$ cat config.mk
export PLATFORM = sky130hd
export DESIGN_NAME = coin_pulse_encoder_flat
export DESIGN_NICKNAME = d
export VERILOG_FILES = /design/src/rtl/coin_pulse_encoder_pkg.sv /design/src/rtl/coin_pulse_encoder_if.sv /design/src/rtl/coin_pulse_encoder_debounce.sv /design/src/rtl/coin_pulse_encoder.sv /design/src/flat_wrapper.sv
export SDC_FILE = /design/constraint.sdc
export NUM_CORES = 1
export LEC_CHECK = 0
export CORE_MARGIN = 4
export CORE_UTILIZATION = 35
export DETAILED_ROUTE_END_ITERATION = 8
export GPL_TIMING_DRIVEN = 0
export SKIP_CTS_REPAIR_TIMING = 1
export SLEW_MARGIN = 20
export SYNTH_ARGS = -nofsm -noshare
export SYNTH_HDL_FRONTEND = slang
export SYNTH_HIERARCHICAL = 1
export SYNTH_SLANG_ARGS = --single-unit
$ cat constraint.sdc
create_clock -name sys_clk -period 5.25 [get_ports sys_clk]
set_input_delay 1.05 -clock sys_clk [delete_from_list [all_inputs] [get_ports sys_clk]]
set_output_delay 1.05 -clock sys_clk [all_outputs]
set_load 0.05 [all_outputs]
$ cat src/rtl/coin_pulse_encoder_pkg.sv
// Shared definitions for the coin front end: FSM state encoding and
// the denomination codes carried from the classifier to the strobe outputs.
package coin_pkg;

  localparam logic [1:0] ST_IDLE    = 2'd0;
  localparam logic [1:0] ST_MEASURE = 2'd1;
  localparam logic [1:0] ST_JAM     = 2'd2;
  localparam logic [1:0] ST_LOCKOUT = 2'd3;

  typedef enum logic [1:0] {
    COIN_NONE = 2'd0,
    COIN_HALF = 2'd1,
    COIN_ONE  = 2'd2,
    COIN_REJ  = 2'd3
  } coin_code_e;

endpackage

$ cat src/rtl/coin_pulse_encoder_if.sv
// Sensor/strobe bundle between the coin front end and the vending FSM.
// Build with COIN_STATS_EN defined to carry the coin statistics counters.
interface coin_pulse_encoder_if;

  logic coin_raw;
  logic coin_en;
  logic pi_money_half;
  logic pi_money_one;
  logic coin_reject;
  logic busy;
`ifdef COIN_STATS_EN
  logic [15:0] half_cnt;
  logic [15:0] one_cnt;
  logic [15:0] rej_cnt;
`endif

`ifdef COIN_STATS_EN
  modport master (
    output coin_raw, coin_en,
    input  pi_money_half, pi_money_one, coin_reject, busy,
    input  half_cnt, one_cnt, rej_cnt
  );
  modport slave (
    input  coin_raw, coin_en,
    output pi_money_half, pi_money_one, coin_reject, busy,
    output half_cnt, one_cnt, rej_cnt
  );
`else
  modport master (
    output coin_raw, coin_en,
    input  pi_money_half, pi_money_one, coin_reject, busy
  );
  modport slave (
    input  coin_raw, coin_en,
    output pi_money_half, pi_money_one, coin_reject, busy
  );
`endif

endinterface

$ cat src/rtl/coin_pulse_encoder_debounce.sv
// Two-flop synchroniser followed by a counting debouncer: coin_db follows the
// synchronised level only after DB_CNT consecutive samples disagree with it.
module coin_debounce #(
  parameter int DB_CNT = 10,
  parameter int CNT_W  = 16
) (
  input  logic sys_clk,
  input  logic sys_rst_n,
  input  logic coin_raw,
  output logic coin_db
);

  localparam logic [CNT_W-1:0] DB_LAST = CNT_W'(DB_CNT - 1);

  logic             sync_p0;
  logic             sync_p1;
  logic [CNT_W-1:0] db_cnt;

  // Stage p0/p1: metastability filter on the asynchronous sensor line
  always_ff @(posedge sys_clk or negedge sys_rst_n) begin
    if (!sys_rst_n) begin
      sync_p0 <= 1'b0;
      sync_p1 <= 1'b0;
    end else begin
      sync_p0 <= coin_raw;
      sync_p1 <= sync_p0;
    end
  end

  // Debounce stage: a sample equal to coin_db restarts the run
  always_ff @(posedge sys_clk or negedge sys_rst_n) begin
    if (!sys_rst_n) begin
      db_cnt  <= '0;
      coin_db <= 1'b0;
    end else if (sync_p1 == coin_db) begin
      db_cnt <= '0;
    end else if (db_cnt >= DB_LAST) begin
      db_cnt  <= '0;
      coin_db <= sync_p1;
    end else begin
      db_cnt <= db_cnt + CNT_W'(1);
    end
  end

endmodule

$ cat src/rtl/coin_pulse_encoder.sv
// Coin sensor front end: debounce, width measurement, classification and
// one-cycle denomination strobes. COIN_STATS_EN adds saturating coin counters.
module coin_pulse_encoder
  import coin_pkg::*;
#(
  parameter int DB_CNT   = 10,
  parameter int HALF_MIN = 50,
  parameter int HALF_MAX = 149,
  parameter int ONE_MIN  = 150,
  parameter int ONE_MAX  = 400,
  parameter int LOCKOUT  = 100,
  parameter int CNT_W    = 16
) (
  input logic                  sys_clk,
  input logic                  sys_rst_n,
  coin_pulse_encoder_if.slave  bus
);

  if (!(HALF_MIN <= HALF_MAX && HALF_MAX < ONE_MIN && ONE_MIN <= ONE_MAX)) begin : g_bad_order
    $error("coin_pulse_encoder: width windows must satisfy HALF_MIN <= HALF_MAX < ONE_MIN <= ONE_MAX");
  end
  if (LOCKOUT < 1 || DB_CNT < 1 || (ONE_MAX + 1) >= (1 << CNT_W) || LOCKOUT >= (1 << CNT_W)) begin : g_bad_size
    $error("coin_pulse_encoder: CNT_W too small or LOCKOUT/DB_CNT zero");
  end

  localparam logic [CNT_W-1:0] HALF_MIN_C  = CNT_W'(HALF_MIN);
  localparam logic [CNT_W-1:0] HALF_MAX_C  = CNT_W'(HALF_MAX);
  localparam logic [CNT_W-1:0] ONE_MIN_C   = CNT_W'(ONE_MIN);
  localparam logic [CNT_W-1:0] ONE_MAX_C   = CNT_W'(ONE_MAX);
  localparam logic [CNT_W-1:0] LOCK_LAST_C = CNT_W'(LOCKOUT - 1);

  function automatic logic [CNT_W-1:0] sat_inc(input logic [CNT_W-1:0] v);
    return (&v) ? v : v + CNT_W'(1);
  endfunction

  function automatic coin_code_e classify(input logic [CNT_W-1:0] w, input logic ok);
    if (!ok)                                return COIN_REJ;
    if (w >= HALF_MIN_C && w <= HALF_MAX_C) return COIN_HALF;
    if (w >= ONE_MIN_C && w <= ONE_MAX_C)   return COIN_ONE;
    return COIN_REJ;
  endfunction

  logic             coin_db;
  logic             db_prev;
  logic [1:0]       state;
  logic [CNT_W-1:0] wid;
  logic [CNT_W-1:0] lock_cnt;
  logic             en_ok;
  coin_code_e       res_code;

  coin_debounce #(
    .DB_CNT (DB_CNT),
    .CNT_W  (CNT_W)
  ) u_debounce (
    .sys_clk   (sys_clk),
    .sys_rst_n (sys_rst_n),
    .coin_raw  (bus.coin_raw),
    .coin_db   (coin_db)
  );

  // FSM stage: result code is registered, so strobes land one cycle after the edge
  always_ff @(posedge sys_clk or negedge sys_rst_n) begin
    if (!sys_rst_n) begin
      state    <= ST_IDLE;
      db_prev  <= 1'b0;
      wid      <= '0;
      lock_cnt <= '0;
      en_ok    <= 1'b0;
      res_code <= COIN_NONE;
    end else begin
      db_prev  <= coin_db;
      res_code <= COIN_NONE;
      case (state)
        ST_IDLE: begin
          if (coin_db && !db_prev) begin
            state <= ST_MEASURE;
            wid   <= CNT_W'(1);
            en_ok <= bus.coin_en;
          end
        end
        ST_MEASURE: begin
          if (coin_db) begin
            wid <= sat_inc(wid);
            if (wid >= ONE_MAX_C) begin
              state    <= ST_JAM;
              res_code <= COIN_REJ;
            end
          end else begin
            res_code <= classify(wid, en_ok && bus.coin_en);
            state    <= ST_LOCKOUT;
            lock_cnt <= '0;
          end
        end
        ST_JAM: begin
          if (!coin_db) begin
            state    <= ST_LOCKOUT;
            lock_cnt <= '0;
          end
        end
        ST_LOCKOUT: begin
          // A coin still covering the sensor when the dead time ends is swallowed
          if (lock_cnt >= LOCK_LAST_C) begin
            if (!coin_db) state <= ST_IDLE;
          end else begin
            lock_cnt <= sat_inc(lock_cnt);
          end
        end
        default: state <= ST_IDLE;
      endcase
    end
  end

  assign bus.pi_money_half = (res_code == COIN_HALF);
  assign bus.pi_money_one  = (res_code == COIN_ONE);
  assign bus.coin_reject   = (res_code == COIN_REJ);
  assign bus.busy          = (state != ST_IDLE);

`ifdef COIN_STATS_EN
  function automatic logic [15:0] sat_inc16(input logic [15:0] v);
    return (&v) ? v : v + 16'd1;
  endfunction

  logic [15:0] half_cnt;
  logic [15:0] one_cnt;
  logic [15:0] rej_cnt;

  // Statistics stage: counts the registered strobes
  always_ff @(posedge sys_clk or negedge sys_rst_n) begin
    if (!sys_rst_n) begin
      half_cnt <= '0;
      one_cnt  <= '0;
      rej_cnt  <= '0;
    end else begin
      if (res_code == COIN_HALF) half_cnt <= sat_inc16(half_cnt);
      if (res_code == COIN_ONE)  one_cnt  <= sat_inc16(one_cnt);
      if (res_code == COIN_REJ)  rej_cnt  <= sat_inc16(rej_cnt);
    end
  end

  assign bus.half_cnt = half_cnt;
  assign bus.one_cnt  = one_cnt;
  assign bus.rej_cnt  = rej_cnt;
`endif

endmodule

$ cat src/flat_wrapper.sv
// flat-port wrapper written by rule: the top's interface ports become plain ports
module coin_pulse_encoder_flat import coin_pkg::*;
#(
  parameter int DB_CNT   = 10,
  parameter int HALF_MIN = 50,
  parameter int HALF_MAX = 149,
  parameter int ONE_MIN  = 150,
  parameter int ONE_MAX  = 400,
  parameter int LOCKOUT  = 100,
  parameter int CNT_W    = 16
)
  (sys_clk, sys_rst_n, bus_coin_raw, bus_coin_en, bus_pi_money_half, bus_pi_money_one, bus_coin_reject, bus_busy);
  coin_pulse_encoder_if bus_i ();
  input logic sys_clk;
  input logic sys_rst_n;
  input wire logic [$bits(bus_i.coin_raw)-1:0] bus_coin_raw;
  input wire logic [$bits(bus_i.coin_en)-1:0] bus_coin_en;
  output wire logic [$bits(bus_i.pi_money_half)-1:0] bus_pi_money_half;
  output wire logic [$bits(bus_i.pi_money_one)-1:0] bus_pi_money_one;
  output wire logic [$bits(bus_i.coin_reject)-1:0] bus_coin_reject;
  output wire logic [$bits(bus_i.busy)-1:0] bus_busy;
  assign bus_i.coin_raw = bus_coin_raw;
  assign bus_i.coin_en = bus_coin_en;
  assign bus_pi_money_half = bus_i.pi_money_half;
  assign bus_pi_money_one = bus_i.pi_money_one;
  assign bus_coin_reject = bus_i.coin_reject;
  assign bus_busy = bus_i.busy;
  coin_pulse_encoder #(.DB_CNT(DB_CNT), .HALF_MIN(HALF_MIN), .HALF_MAX(HALF_MAX), .ONE_MIN(ONE_MIN), .ONE_MAX(ONE_MAX), .LOCKOUT(LOCKOUT), .CNT_W(CNT_W)) u_core (.sys_clk(sys_clk), .sys_rst_n(sys_rst_n), .bus(bus_i));
endmodule
==> out/metrics.yaml <==
diodes: 0
grt_pass1_vias: 2041
powerDensity_nw_per_um2: 412
antenna_found_initial: 0
hp-class: "flop to flop"
placementRows: 32
crit_path_max_fanout: 5
yosysMostFrequentCell: "dfrtp_1"
tightest_slew_ns: 0.545
rsz0062_at_grt: "false"
clkTransAtPathRegs_ns: 0.08
nets: 317
grt_pass1_wl_mm: 9.43
cts_tree: "yes"
drc: 0
firstDrtPassIters: 4
io_buffers: 7
io_pins: 8
finalHoldViolCount: 0
ff2ff_path_depth: 7
dieArea_um2: 9640
h-tree-depth: 3
peakVddDrop_mv: 0.136
status: "completed"
grt_usage: 0.120
coreArea_um2: 7810
drt_wl_total_mm: 5.36
synth_area_per_cell_um2: 10.5
via_per_inst: 5.05
first_iter_violations: 96
synth_flop_cell: "dfrtp_1"
syn_to_final_growth_pct: 17.2
routabilityCongestion: 0.754
total_power_mw: 1.38
synth_edf_count: 0
drv_slew: 0
critPathKind: "flop to primary output"
maxCapViolations: 0
min_period_over_period: 0.585
fin_tns_setup_ns: 0
clockRootBuffer: "clkbuf_8"
synth_seq_area_share: 0.501
reg2reg_from: "u_core/state[1]$_DFFE_PN0P_"
fp.dieW_um: 98.2
min_from: "u_core/u_debounce/sync_p0$_DFF_PN0_"
synth.top_cell.area_share: 0.501
setup_viol: 0
syn-instance-count: 271
synth_top_area_cell: "dfrtp_1"
period_needed_ns: 3.07
synthTopCellsByArea: "dfrtp_1 50%, ha_1 5.3%, o21ai_0 3.2%"
synth_area_um2: 2850
skew_ns: 0.0105
numCtsBuffers: 9
fmax_mhz: 326
wl_per_cell_um: 13.1
startpoint: "u_core/state[0]$_DFFE_PN0P_"
drive_above_1_share: 0.124
async_flop_share: 1.00
cts_buffer_depth: 2
die_y_um: 98.2
ant_nets: 0
hold_depth: 0
cp-start-kind: "flop"
synth_commonest_cells: "57 x dfrtp_1, 20 x nand2_1, 19 x nor2_1, 18 x o21ai_0"
ys_warn_count: 6
worstPathRequired_ns: 4.20
ys_seq_elements: 57
cts_sinks: 57
timing.slew.headroom: 0.633
cp-end-kind: "primary output"
synth_cell_type_count: 55
grt_max_degree: 58
clk_latency_ns: 0.34
p_leak_nw: 1.46
num_vias: 2062
start_util: 0.365
gr-total-overflow: 0
cp_data_arrival_time_ns: 2.02
hpwl_mm: 3.59
holdWs_ns: 0.343
==> final cells by class <==
class,instances,area [µm²]
fill,762,4470
clock inverter,7,103
sequential,57,1430
buffer,9,43.8
tap,102,128
clock buffer,9,124
inverter,12,45.0
timing repair buffer,8,95.1
multi-input combinational,204,1370
==> routing by layer <==
metal  global-route usage  vias to the layer above  wire (µm)
met5                    0                        -          0
met3               0.0293                       12        126
li1                     -                     1028          -
met1                0.149                     1005       2620
met4               0.0683                        0        134
met2                0.193                       17       2480
==> placed cells by master, fill, tap and decap left out, types with 2 or more instances in the layout <==
master,count
mux2_2,2
or4b_1,2
nor2b_1,12
nor4_4,4
o2111ai_1,2
o211ai_1,3
nand2_2,2
nand2_1,20
a21oi_1,9
nor2_1,19
bufinv_16,2
dfrtp_1,57
inv_1,12
ha_1,12
clkbuf_1,5
nand2b_1,2
nor4_1,6
o21ai_0,18
clkbuf_8,9
nand3_1,8
buf_4,3
and2_1,4
clkinv_4,3
or3_2,3
clkdlybuf4s50_1,6
xnor2_1,8
mux2i_1,2
nor3_1,6
a21o_1,2
a211o_1,2
o31ai_1,8
nor3b_1,4
a211oi_1,2
conb_1,12
or4_1,7
and3_1,2
==> final timing paths <==
| check | endpoint | slack, ns |
|---|---|---|
| min | u_core/u_debounce/sync_p1$_DFF_PN0_ | 0.34 |
| max reg2reg | u_core/wid[15]$_DFFE_PN0P_ | 2.83 |
| max in group asynchronous | u_core/wid[9]$_DFFE_PN0P_ | 4.30 |
| min in group asynchronous | u_core/en_ok$_DFFE_PN0P_ | 0.69 |
| min reg2reg | u_core/u_debounce/sync_p1$_DFF_PN0_ | 0.34 |
| max | bus_busy | 2.18 |
==> registers in the layout, summed over array words and instances (netlist names) <==
name                       cells
u_core/u_debounce/coin_db      1
u_core/en_ok                   1
u_core/wid                    16
u_core/state                   2
u_core/db_prev                 1
u_core/u_debounce/sync_p0      1
u_core/u_debounce/sync_p1      1
u_core/lock_cnt               16
u_core/res_code                2
u_core/u_debounce/db_cnt      16
==> cell families (layout without fill, tap and decap cells) <==
group | Yosys count | after routing | synth area share
AO/OA/AOI/OAI | 58 | 58 | 0.134
XOR/XNOR | 9 | 9 | 0.0277
adder cells (fa/ha/maj) | 12 | 12 | 0.0527
buffers and inverters | 21 | 45 | 0.0312
flip-flops | 57 | 57 | 0.501
multiplexers | 5 | 5 | 0.0189
other | 1 | 12 | 0.00132
AND/OR/NAND/NOR | 108 | 108 | 0.233
==> critical path: stages (launching register included) <==
cell	delay, ns
dfrtp_1	0.40
inv_1	0.10
ha_1	0.26
inv_1	0.12
clkdlybuf4s50_1	0.81
==> power breakdown <==
group / switching, mW / internal (mW)
registers: 0.0437 / 0.481
clock network: 0.198 / 0.271
logic: 0.244 / 0.140
total: 0.486 / 0.891
==> per-stage QoR <==
stage	setup slack, ns	instances	instance area, µm²	util
after floorplan	3.14	282	2890	-
after global placement	1.31	391	3090	0.395
after detailed placement	2.53	392	3110	0.399
after CTS	2.15	408	3340	0.428
after global routing	2.08	408	3340	0.428
final	2.18	408	3340	0.428
Power figures use the tool's default switching activity.
